--- src/rtl/sample_feeder.sv ---
// Plays a sample buffer out to a receiver on a generated sample clock.
// The feed is framed by feed_reset and feed_complete marker pulses.
//
// state      | meaning
// IDLE       | waiting for start
// RESET_FEED | feed_reset held high, mem_addr parked at 0
// FEED       | clk_sample toggling, one sample per period
// COMPLETE   | feed_complete held high
module sample_feeder #(
  parameter int INPUT_WIDTH = 3,
  parameter int ADDR_WIDTH  = 16,
  parameter int HALF_PERIOD = 4,
  parameter int HOLD_CYCLES = 4
) (
  input  logic                   clk,
  input  logic                   global_reset,
  input  logic                   start,
  input  logic                   abort,
  input  logic [ADDR_WIDTH-1:0]  num_samples,
  output logic [ADDR_WIDTH-1:0]  mem_addr,
  input  logic [INPUT_WIDTH-1:0] mem_data,
  output logic                   clk_sample,
  output logic                   sample_valid,
  output logic                   feed_reset,
  output logic                   feed_complete,
  output logic [INPUT_WIDTH-1:0] data,
  output logic                   busy,
  output logic [ADDR_WIDTH-1:0]  sample_count
);

  localparam int HOLD_W  = $clog2(HOLD_CYCLES);
  localparam int PHASE_W = $clog2(HALF_PERIOD);

  typedef enum logic [1:0] {
    S_IDLE       = 2'd0,
    S_RESET_FEED = 2'd1,
    S_FEED       = 2'd2,
    S_COMPLETE   = 2'd3
  } state_t;

  state_t                 state_q, state_d;
  logic [HOLD_W-1:0]      hold_q, hold_d;
  logic [PHASE_W-1:0]     phase_q, phase_d;
  logic [ADDR_WIDTH-1:0]  num_q, num_d;
  logic [ADDR_WIDTH-1:0]  addr_q, addr_d;
  logic [ADDR_WIDTH-1:0]  count_q, count_d;
  logic [INPUT_WIDTH-1:0] data_q, data_d;
  logic                   clk_s_q, clk_s_d;
  logic                   valid_q, valid_d;
  logic                   frst_q, frst_d;
  logic                   fcmp_q, fcmp_d;
  logic                   busy_q, busy_d;

  always_ff @(posedge clk or posedge global_reset) begin
    if (global_reset) begin
      state_q <= S_IDLE;
      hold_q  <= '0;
      phase_q <= '0;
      num_q   <= '0;
      addr_q  <= '0;
      count_q <= '0;
      data_q  <= '0;
      clk_s_q <= 1'b0;
      valid_q <= 1'b0;
      frst_q  <= 1'b0;
      fcmp_q  <= 1'b0;
      busy_q  <= 1'b0;
    end else begin
      state_q <= state_d;
      hold_q  <= hold_d;
      phase_q <= phase_d;
      num_q   <= num_d;
      addr_q  <= addr_d;
      count_q <= count_d;
      data_q  <= data_d;
      clk_s_q <= clk_s_d;
      valid_q <= valid_d;
      frst_q  <= frst_d;
      fcmp_q  <= fcmp_d;
      busy_q  <= busy_d;
    end
  end

  always_comb begin
    state_d = state_q;
    hold_d  = hold_q;
    phase_d = phase_q;
    num_d   = num_q;
    addr_d  = addr_q;
    count_d = count_q;
    data_d  = data_q;
    clk_s_d = clk_s_q;
    valid_d = valid_q;
    frst_d  = frst_q;
    fcmp_d  = fcmp_q;

    unique case (state_q)
      S_IDLE: begin
        if (start && !abort) begin
          state_d = S_RESET_FEED;
          num_d   = num_samples;
          count_d = '0;
          addr_d  = '0;
          frst_d  = 1'b1;
          hold_d  = HOLD_W'(HOLD_CYCLES - 1);
        end
      end
      S_RESET_FEED: begin
        if (hold_q == '0) begin
          frst_d = 1'b0;
          if (num_q == '0) begin
            state_d = S_COMPLETE;
            fcmp_d  = 1'b1;
            hold_d  = HOLD_W'(HOLD_CYCLES - 1);
          end else begin
            state_d = S_FEED;
            data_d  = mem_data;
            valid_d = 1'b1;
            count_d = ADDR_WIDTH'(1);
            clk_s_d = 1'b0;
            phase_d = PHASE_W'(HALF_PERIOD - 1);
          end
        end else begin
          hold_d = hold_q - HOLD_W'(1);
        end
      end
      S_FEED: begin
        if (phase_q != '0) begin
          phase_d = phase_q - PHASE_W'(1);
        end else if (!clk_s_q) begin
          // Prefetch the next address on the rise so mem_data settles before the fall.
          clk_s_d = 1'b1;
          phase_d = PHASE_W'(HALF_PERIOD - 1);
          if (count_q != num_q) addr_d = addr_q + ADDR_WIDTH'(1);
        end else if (count_q == num_q) begin
          state_d = S_COMPLETE;
          clk_s_d = 1'b0;
          valid_d = 1'b0;
          fcmp_d  = 1'b1;
          hold_d  = HOLD_W'(HOLD_CYCLES - 1);
        end else begin
          clk_s_d = 1'b0;
          data_d  = mem_data;
          count_d = count_q + ADDR_WIDTH'(1);
          phase_d = PHASE_W'(HALF_PERIOD - 1);
        end
      end
      S_COMPLETE: begin
        if (hold_q == '0) begin
          state_d = S_IDLE;
          fcmp_d  = 1'b0;
        end else begin
          hold_d = hold_q - HOLD_W'(1);
        end
      end
      default: state_d = S_IDLE;
    endcase

    // Abort freezes data, address and count where they stand.
    if (abort && state_q != S_IDLE) begin
      state_d = S_IDLE;
      addr_d  = addr_q;
      count_d = count_q;
      data_d  = data_q;
      clk_s_d = 1'b0;
      valid_d = 1'b0;
      frst_d  = 1'b0;
      fcmp_d  = 1'b0;
    end

    busy_d = (state_d != S_IDLE);
  end

  assign mem_addr      = addr_q;
  assign sample_count  = count_q;
  assign data          = data_q;
  assign clk_sample    = clk_s_q;
  assign sample_valid  = valid_q;
  assign feed_reset    = frst_q;
  assign feed_complete = fcmp_q;
  assign busy          = busy_q;

endmodule

--- config.mk ---
export PLATFORM = sky130hd
export DESIGN_NAME = sample_feeder
export DESIGN_NICKNAME = d
export VERILOG_FILES = /design/src/rtl/sample_feeder.sv
export SDC_FILE = /design/constraint.sdc
export NUM_CORES = 1
export LEC_CHECK = 0
export CAP_MARGIN = 20
export CORE_ASPECT_RATIO = 1.75
export CORE_UTILIZATION = 30
export DETAILED_ROUTE_END_ITERATION = 7
export GPL_ROUTABILITY_DRIVEN = 1
export PLACE_DENSITY_LB_ADDON = 0.25
export SLEW_MARGIN = 5
export SYNTH_ARGS = -nofsm -noshare
export SYNTH_HDL_FRONTEND = slang
export SYNTH_SLANG_ARGS = --single-unit
--- constraint.sdc ---
create_clock -name clk -period 3 [get_ports clk]
set_input_delay 0.3 -clock clk [delete_from_list [all_inputs] [get_ports clk]]
set_output_delay 0.3 -clock clk [all_outputs]
set_load 0.01 [all_outputs]
==> reports/results.ini <==
[setup_path]
critical-path-slowest-cell = a2111oi_0
cp_max_fo = 12
r2r_cells = 7
critPathTopFamily = compound AO/OA/AOI/OAI gates
worstPathArrival_ps = 2950
required_ps = 3250
path_depth = 7
cp_cell_sequence = inv_1 -> ha_1 -> nand2b_1 -> a2111o_1 -> a2111oi_0 -> buf_4 -> mux2i_1
criticalPathCategory = flip-flop to flip-flop
max_stage_delay_ps = 590
worstPathBufferInverterCount = 2
endpoint_kind = flip-flop
cp-start-kind = flip-flop

[drt]
drtIter0Drc = 229
dr.pass1.iters = 4
post_drt_wl_per_cell_um = 17.2
drcViolationCount = 0
drt_wl_total_um = 10700
ant_nets = 0
vias = 3309
vias_per_cell = 5.31

[layout]
area_growth_pct = 27.6
multi_input_area_um2 = 2130
fillCellCount = 1226
mostFrequentLayoutCells = dfrtp_1, clkdlybuf4s50_1, nand2_1, mux2_2, o21ai_0
fin_nets = 484
post-route-util_pct = 39.3
drive_gt1_share_pct = 12.1
regArea_um2 = 1550
antenna_cells = 0

[timing]
setup_viol = 0
finalCriticalPeriod_ps = 2700
finalHoldViolations = 0
finalWorstSetupSlack_ps = 299
fmax_mhz = 370
rsz0062_at_grt = false
skew_ps = 7.67
relSlewSlack_pct = 44.3
fin_tns_setup_ps = 0
drv_slew = 0
worstMarginPinSlew_ps = 835
min_period_over_period_pct = 90.0

[synth]
synth_ff_type = dfrtp_1
syn_area_per_cell_um2 = 9.85
syn_inst = 391
yosysWarnings = 0
async_reset_ff_share_pct = 100
synth_cell_type_count = 57
synth_edf_count = 0
syn_area_um2 = 3850
ys_seq_elements = 62
syn_nets = 424
yosysSeqAreaShare_pct = 40.3

[floorplanning]
coreArea_um2 = 12500
pin_count = 63
dieHeight_um = 152
fp.dieW_um = 87.6
core.rowCount = 54
fp.dieArea_um2 = 13300
start_util_pct = 30.8

[global_route]
grt-ovfl-total = 0
grt_pass1_wl_um = 17700
grt_pass1_vias = 3410
track_usage_pct = 17.4
grt_max_degree = 63
antenna_found_initial = 0

[clocking]
clkSinkCount = 62
root_buffer = clkbuf_16
cts_tree = built
cts_buffer_depth = 2
htreeDepth = 3
clk_latency_ps = 330
cts_hold_buf = 0
cts_buffers = 9
cts_resized = 0
post_cts_buffers = 0
clkTransAtPathRegs_ps = 50

[run_status]
status = complete, no violations

[pwr]
p_total_mw = 3.51
p_leak_nw = 1.90
ir_drop_mv = 0.305
p_per_area_nw_per_um2 = 716

[placement]
hpwl_um = 7850
dp_slack_ps = 263
portBuffers = 62
gp_congestion = 0.830

[worst_hold_path]
min_path_cells = 1
worst_hold_path_type = flip-flop to flip-flop

[run]
maxCapViolCount = 0

-- cells in the mapped netlist (4+ instances only) --
| cell type | number | area share (%) |
|---|---|---|
| and4_1 | 4 | 0.91 |
| xnor2_1 | 16 | 3.6 |
| inv_1 | 19 | 1.9 |
| o41ai_1 | 4 | 0.91 |
| nand2b_1 | 15 | 2.4 |
| dfrtp_1 | 62 | 40 |
| nand4_1 | 10 | 1.6 |
| nor2_1 | 12 | 1.2 |
| a211oi_1 | 4 | 0.78 |
| nor4b_1 | 7 | 1.6 |
| and3_1 | 8 | 1.3 |
| o211ai_1 | 5 | 0.98 |
| o21ai_0 | 21 | 2.7 |
| nor3_1 | 4 | 0.52 |
| nor4_1 | 5 | 0.81 |
| nand2_1 | 33 | 3.2 |
| clkbuf_1 | 15 | 1.5 |
| a2111oi_0 | 8 | 1.8 |
| buf_2 | 5 | 0.65 |
| mux2_2 | 22 | 6.4 |
| ha_1 | 10 | 3.2 |
| a21oi_1 | 12 | 1.6 |
| or4_1 | 4 | 0.78 |
| nand3_1 | 17 | 2.2 |
| o22a_1 | 10 | 2.3 |
| mux2i_1 | 14 | 3.6 |
-- metrics by stage --
stage                     hold slack (ps)  area [um2]  cells
after floorplan                       450        3850    391
after global routing                  524        4910    623
final                                 480        4910    623
after CTS                             484        4910    623
after global placement                471        4660    608
after detailed placement              480        4660    608
-- layer usage --
metal / vias up / GRT usage (%) / share of wire, %
met3: 29 / 4.40 / 3.7
li1: 1579 / - / -
met4: 0 / 9.29 / 3.7
met2: 86 / 30.5 / 55
met5: - / 0 / 0
met1: 1615 / 18.5 / 38
-- cell type report --
cell class              instances  area share, %
flip-flops and latches         62           31.6
clock buffers                  13           4.89
clock inverters                 2          0.204
inverters                      19           1.45
well taps                     168           4.28
repair buffers                 71           14.3
multi-input cells             288           43.3
-- flip-flops by register name, summed over array words and instances (netlist names) --
register / flops
busy: 1
clk_sample: 1
data: 3
feed_complete: 1
feed_reset: 1
hold_q: 2
mem_addr: 16
num_q: 16
phase_q: 2
sample_count: 16
sample_valid: 1
state_q: 2
-- path summary, 6_finish.rpt --
path | startpoint | end | slack [ps]
hold / removal | phase_q[0] | phase_q[0] | 480
min in group asynchronous | global_reset | sample_count[4] | 520
hold reg to reg | phase_q[0] | phase_q[0] | 480
setup / recovery | state_q[1] | mem_addr[15] | 300
max in group asynchronous | global_reset | hold_q[0] | 1910
setup reg to reg | state_q[1] | mem_addr[15] | 300
-- power by group --
part,internal (mW),switching [mW],total [mW]
clock,0.552,0.359,0.910
sequential,1.04,0.209,1.25
combinational,0.651,0.702,1.35
total,2.25,1.27,3.51
-- kinds of logic (layout without fill, tap and decap cells) --
group / Yosys count / after routing / synth area share [%]
AO/OA/AOI/OAI: 89 / 89 / 17.1
XOR/XNOR: 16 / 16 / 3.64
adder cells (fa/ha/maj): 10 / 10 / 3.25
buffers and inverters: 41 / 105 / 4.45
flip-flops: 62 / 62 / 40.3
multiplexers: 39 / 39 / 11.0
AND/OR/NAND/NOR: 134 / 134 / 20.3
No activity file was read; power rests on OpenSTA's default activity.
